**config.mk**
```make
export PLATFORM = sky130hd
export DESIGN_NAME = regfile_writeback
export DESIGN_NICKNAME = d
export VERILOG_FILES = /design/src/rtl/regfile_writeback.sv
export SDC_FILE = /design/constraint.sdc
export NUM_CORES = 1
export LEC_CHECK = 0
export CAP_MARGIN = 25
export CELL_PAD_IN_SITES_DETAIL_PLACEMENT = 0
export CELL_PAD_IN_SITES_GLOBAL_PLACEMENT = 1
export CORE_MARGIN = 8
export CORE_UTILIZATION = 35
export CTS_BUF_LIST = sky130_fd_sc_hd__clkbuf_8
export DETAILED_ROUTE_END_ITERATION = 7
export GPL_TIMING_DRIVEN = 0
export PLACE_DENSITY = 0.77
export SETUP_SLACK_MARGIN = 0.3
export SLEW_MARGIN = 20
export SYNTH_ARGS = -nofsm -noshare
export SYNTH_HDL_FRONTEND = slang
export SYNTH_SLANG_ARGS = --single-unit
```
**constraint.sdc**
```tcl
create_clock -name clk -period 2.9 [get_ports clk]
set_clock_uncertainty 0.15 [all_clocks]
set_input_delay 0.58 -clock clk [delete_from_list [all_inputs] [get_ports clk]]
set_output_delay 0.58 -clock clk [all_outputs]
set_load 0.01 [all_outputs]
```
**src/rtl/regfile_writeback.sv**
```systemverilog
// ============================================================================
//  Module   : regfile_writeback
//  Purpose  : Register-file write-port front end. Merges ALU results with
//             in-order load returns, tracks outstanding load destinations.
//  Revision : 1.0 - initial release
// ============================================================================
`default_nettype none

module regfile_writeback #(
    parameter int DEPTH = 4,
    parameter int XLEN  = 32
) (
    input  logic            clk,
    input  logic            rst_n,
    input  logic            alu_valid,
    input  logic [4:0]      alu_rd,
    input  logic [XLEN-1:0] alu_data,
    input  logic            ld_issue,
    input  logic [4:0]      ld_rd,
    output logic            ld_issue_ready,
    input  logic            ld_resp_valid,
    input  logic [XLEN-1:0] ld_resp_data,
    output logic            ld_resp_ready,
    output logic [4:0]      rd,
    output logic [XLEN-1:0] regdata,
    output logic            wer,
    output logic [31:0]     pending,
    output logic            err
);

    localparam int c_PW = $clog2(DEPTH);
    localparam int c_CW = c_PW + 1;
    localparam logic [c_CW-1:0] c_FULL = c_CW'(DEPTH);

    logic [4:0]      r_tag [DEPTH];
    logic [c_PW-1:0] r_wptr;
    logic [c_PW-1:0] r_rptr;
    logic [c_CW-1:0] r_count;

    logic            r_hold_valid;
    logic [4:0]      r_hold_rd;
    logic [XLEN-1:0] r_hold_data;

    logic [4:0]      r_rd;
    logic [XLEN-1:0] r_regdata;
    logic            r_wer;
    logic            r_err;

    logic            w_empty;
    logic            w_push;
    logic            w_resp_acc;
    logic            w_pop;
    logic [4:0]      w_head;
    logic [31:0]     w_pend;

    assign w_empty        = (r_count == '0);
    assign ld_issue_ready = (r_count != c_FULL);
    assign ld_resp_ready  = !r_hold_valid;
    assign w_push         = ld_issue && ld_issue_ready;
    assign w_resp_acc     = ld_resp_valid && ld_resp_ready;
    assign w_pop          = w_resp_acc && !w_empty;
    assign w_head         = r_tag[r_rptr];

    // Tag storage carries no reset; validity is defined by rptr/count.
    always_ff @(posedge clk) begin
        if (w_push) begin
            r_tag[r_wptr] <= ld_rd;
        end
    end

    always_ff @(posedge clk or negedge rst_n) begin
        if (!rst_n) begin
            r_wptr       <= '0;
            r_rptr       <= '0;
            r_count      <= '0;
            r_hold_valid <= 1'b0;
            r_hold_rd    <= '0;
            r_hold_data  <= '0;
            r_rd         <= '0;
            r_regdata    <= '0;
            r_wer        <= 1'b0;
            r_err        <= 1'b0;
        end else begin
            if (w_push) begin
                r_wptr <= r_wptr + c_PW'(1);
            end
            if (w_pop) begin
                r_rptr <= r_rptr + c_PW'(1);
            end
            case ({w_push, w_pop})
                2'b10:   r_count <= r_count + c_CW'(1);
                2'b01:   r_count <= r_count - c_CW'(1);
                default: r_count <= r_count;
            endcase

            if ((ld_issue && !ld_issue_ready) || (w_resp_acc && w_empty)) begin
                r_err <= 1'b1;
            end

            // Fixed priority: ALU, then hold, then a fresh load response.
            if (alu_valid) begin
                r_rd      <= alu_rd;
                r_regdata <= alu_data;
                r_wer     <= (alu_rd != 5'd0);
                if (w_pop) begin
                    r_hold_valid <= 1'b1;
                    r_hold_rd    <= w_head;
                    r_hold_data  <= ld_resp_data;
                end
            end else if (r_hold_valid) begin
                r_rd         <= r_hold_rd;
                r_regdata    <= r_hold_data;
                r_wer        <= (r_hold_rd != 5'd0);
                r_hold_valid <= 1'b0;
            end else if (w_pop) begin
                r_rd      <= w_head;
                r_regdata <= ld_resp_data;
                r_wer     <= (w_head != 5'd0);
            end else begin
                r_wer <= 1'b0;
            end
        end
    end

    always_comb begin
        logic [c_PW-1:0] off;
        w_pend = '0;
        for (int i = 0; i < DEPTH; i++) begin
            off = c_PW'(i) - r_rptr;
            if ({1'b0, off} < r_count) begin
                w_pend = w_pend | (32'd1 << r_tag[i]);
            end
        end
        if (r_hold_valid) begin
            w_pend = w_pend | (32'd1 << r_hold_rd);
        end
        w_pend[0] = 1'b0;
    end

    assign pending = w_pend;
    assign rd      = r_rd;
    assign regdata = r_regdata;
    assign wer     = r_wer;
    assign err     = r_err;

endmodule

`default_nettype wire

```
==> results.toml <==
[worst_setup_path]
reg2reg_from = "r_rptr[0]"
reg2reg_slack_ns = 0.46
cp.required_ns = 2.17
crit_path_frequent_cell = "buf_6"
slowest_delay_ns = 0.48
crit_buf_inv = 5
worstReg2RegEnd = "wer"
crit_cells = 11
path_cells = "buf_8 -> xnor2_4 -> buf_6 -> ha_4 -> nor2b_4 -> buf_6 -> buf_6 -> a2111oi_4 -> a22oi_1 -> nand4_1 -> buf_2"
critPathTopFamily = "buffers and inverters"
cp_slowest_cell = "a2111oi_4"
start_kind = "flip-flop"
crit_fanout = 8
reg2reg_depth = 7
crit_path_end = "pending[18]"
cp.arrival_ns = 2.66
crit_path_start = "r_rptr[0]"
cp-end-kind = "primary output"
crit_type = "reg2out"

[power_and_ir_drop]
leakagePower_nw = 3.629
power.density_nw_per_um2 = 901.3
ir_worst_vdd_mv = 0.3823
total_power_mw = 8.298

[synthesis]
ys_top_cells_by_area = "dfrtp_1, edfxtp_1, mux2_2"
synth_top_cell_area_share_pct = 33.03
synthArstFlopShare_pct = 80.77
yosysTopAreaCell = "dfrtp_1"
synth-edff-count = 20
ys_warn_count = 0
synth.yosys.seq_area_share_pct = 42.47
synthCells = 680
ys_types = 53
synth_nets = 769
ys_ff_latch = 104
netlist_area_um2 = 6364
ys.flop_type = "dfrtp_1"
syn_avg_cell_area_um2 = 9.358

[timing]
hold_violations = 0
post-route-min-period_ns = 3.388
slew_headroom_pct = 46.00
rsz0062_at_grt = "yes"
finalMaxSlewViolations = 0
setup_viol = 31
fin_crit_sh_pct = 116.8
clock.fmax_mhz = 295.2
fin_ws_ns = -0.4881
tightestPinTransition_ns = 0.8070

[global_routing]
track_usage_pct = 19.87
antenna_found_initial = 0
grt_start_max_net_pins = 53
grt_overflow = 0
grt_first_pass_wirelength_mm = 34.81
grt_pass1_vias = 6237

[routing]
drt-initial-drc-count = 535
vias = 6172
vias_per_cell = 5.516
first_pass_iters = 5
ant_nets = 0
drc = 0
wl_per_cell_um = 20.08
routed_wl_mm = 22.47

[floorplan]
initial_core_util_pct = 35.55
io-pin-count = 152
rows = 49
die_height_um = 150.8
die_area_um2 = 22750
die_w_um = 150.8
coreArea_um2 = 17900

[clocking]
clk_pin_slew_ns = 0.11
ctsHoldBuffers = 0
htreeDepth = 3
clock_latency_ns = 0.39
clock-sinks = 104
cts_buffer_depth = 2
cts_tree = "yes"
clk_root_buffer_cell = "clkbuf_8"
cts_buffers = 9

[placed_design]
numPortBuffers = 149
dp_hpwl_mm = 16.60
gp_congestion = 0.9226

[finish]
diodes = 0
final_util_pct = 51.43
syn2layout_area_growth_pct = 44.67
nets = 975
drive_above_1_share_pct = 24.49

[status]
violations = "negative setup slack"
status = "complete, but fails checks"

[min_path]
worstHoldPathType = "in2async"

[flow_run]
maxCapViolations = 0
[layer usage]
layer	wire (µm)	GRT usage [%]	vias to the layer above
met3	1983	4.930	59
met1	9222	24.80	2947
met5	0	0	-
met2	10500	32.12	283
li1	-	-	2883
met4	765	8.610	0
[how the worst min path moves through the flow]
stage / startpoint / endpoint / slack [ns] / cells after the start
5_1_grt: rst_n / r_hold_data[7] / 0.12 / 1
3_5_place_dp: err / err / 0.32 / 2
4_1_cts: rst_n / r_hold_data[7] / 0.09 / 1
6_report: rst_n / regdata[3] / 0.08 / 1
3_3_place_gp: regdata[13] / regdata[13] / 0.31 / 2
2_1_floorplan: rst_n / err / 0.13 / 0
[power by group]
group	switching, mW	internal (mW)	total (mW)
clock	0.514	0.515	1.03
combinational	2.51	2.40	4.91
sequential	0.345	2.02	2.36
total	3.37	4.93	8.30
[timing repair]
action	4_1_cts	5_1_grt
pin swaps	53	23
resized for setup	185	26
cloned	2	0
setup endpoints to repair	32	32
hold endpoints to repair	0	0
buffers inserted	38	5
[cell usage after synthesis (13+ instances only)]
cell type  number
nand2_1        59
nor2b_1        23
clkbuf_1       28
nand3_1        70
edfxtp_1       20
nand4_1        25
inv_1          13
mux2_2         38
a21oi_1        44
mux2i_1        32
dfrtp_1        84
nor2_1         57
a22oi_1        31
o21ai_0        30
[state kept, by name (all words and copies together), names as in the netlist]
signal        count
r_hold_data      32
regdata          32
r_tag            20
r_hold_rd         5
rd                5
r_count           3
r_rptr            2
r_wptr            2
err               1
r_hold_valid      1
wer               1
[cell type report]
type	instances	area (µm²)
fillers	1652	8696
multi-input cells	509	3810
flip-flops and latches	104	2705
repair buffers	195	1823
plain buffers	54	309.0
well taps	229	286.5
clock buffers	10	137.6
clock inverters	5	86.33
inverters	13	48.80
[layout by cell type, fill, tap and decap left out, types with 5 or more instances in the layout]
cell type        count
clkbuf_8            13
clkdlybuf4s50_1    116
mux2_2              38
nor2b_1             17
a22oi_1             23
and3_1               5
buf_1               10
buf_6               31
nand4_1             25
nor3_1               6
nor2_1              57
and2_1               7
nand2_1             58
a31oi_1              6
nand2b_1             9
nand3_1             55
inv_1               12
a21oi_1             42
nand3_2             15
dfrtp_1             82
edfxtp_1            20
a2111oi_4           11
o21ai_0             30
buf_2               31
buf_4               27
mux2i_1             32
ha_1                 8
clkbuf_1            23
a22oi_2              8
[kinds of logic (layout without fill, tap and decap cells)]
logic type      Yosys count  after routing  synth area share, %
compound gates          141            141                14.33
xor+xnor                  7              7               0.9634
fa+ha+maj                10             10                2.084
buf+inv                  67            277                4.739
flops                   104            104                42.47
mux                      76             76                13.82
other cells               1              1              0.05893
simple gates            274            274                21.53
[worst reg2reg max path: stages (launching register included)]
cell and delay, ns:
dfrtp_1 0.39, buf_8 0.12, buf_4 0.14, buf_4 0.17, mux4_1 0.67, or4_4 0.45
o21ai_2 0.12, a22oi_1 0.09
[stage by stage]
stage / area [µm²] / cells / hold slack [ns] / setup TNS, ns / setup WS (ns)
6_report: 9206 / 1119 / 0.07927 / -11.50 / -0.4881
5_1_grt: 9206 / 1119 / 0.1237 / -14.54 / -0.5789
4_1_cts: 9070 / 1114 / 0.09364 / -11.44 / -0.4804
3_5_place_dp: 8320 / 1059 / 0.3154 / -17.05 / -0.6791
3_3_place_gp: 8303 / 1058 / 0.3108 / -196.60 / -2.144
2_1_floorplan: 6525 / 680 / 0.1344 / 0 / 0.3005
(Power assumes the default switching activity.)
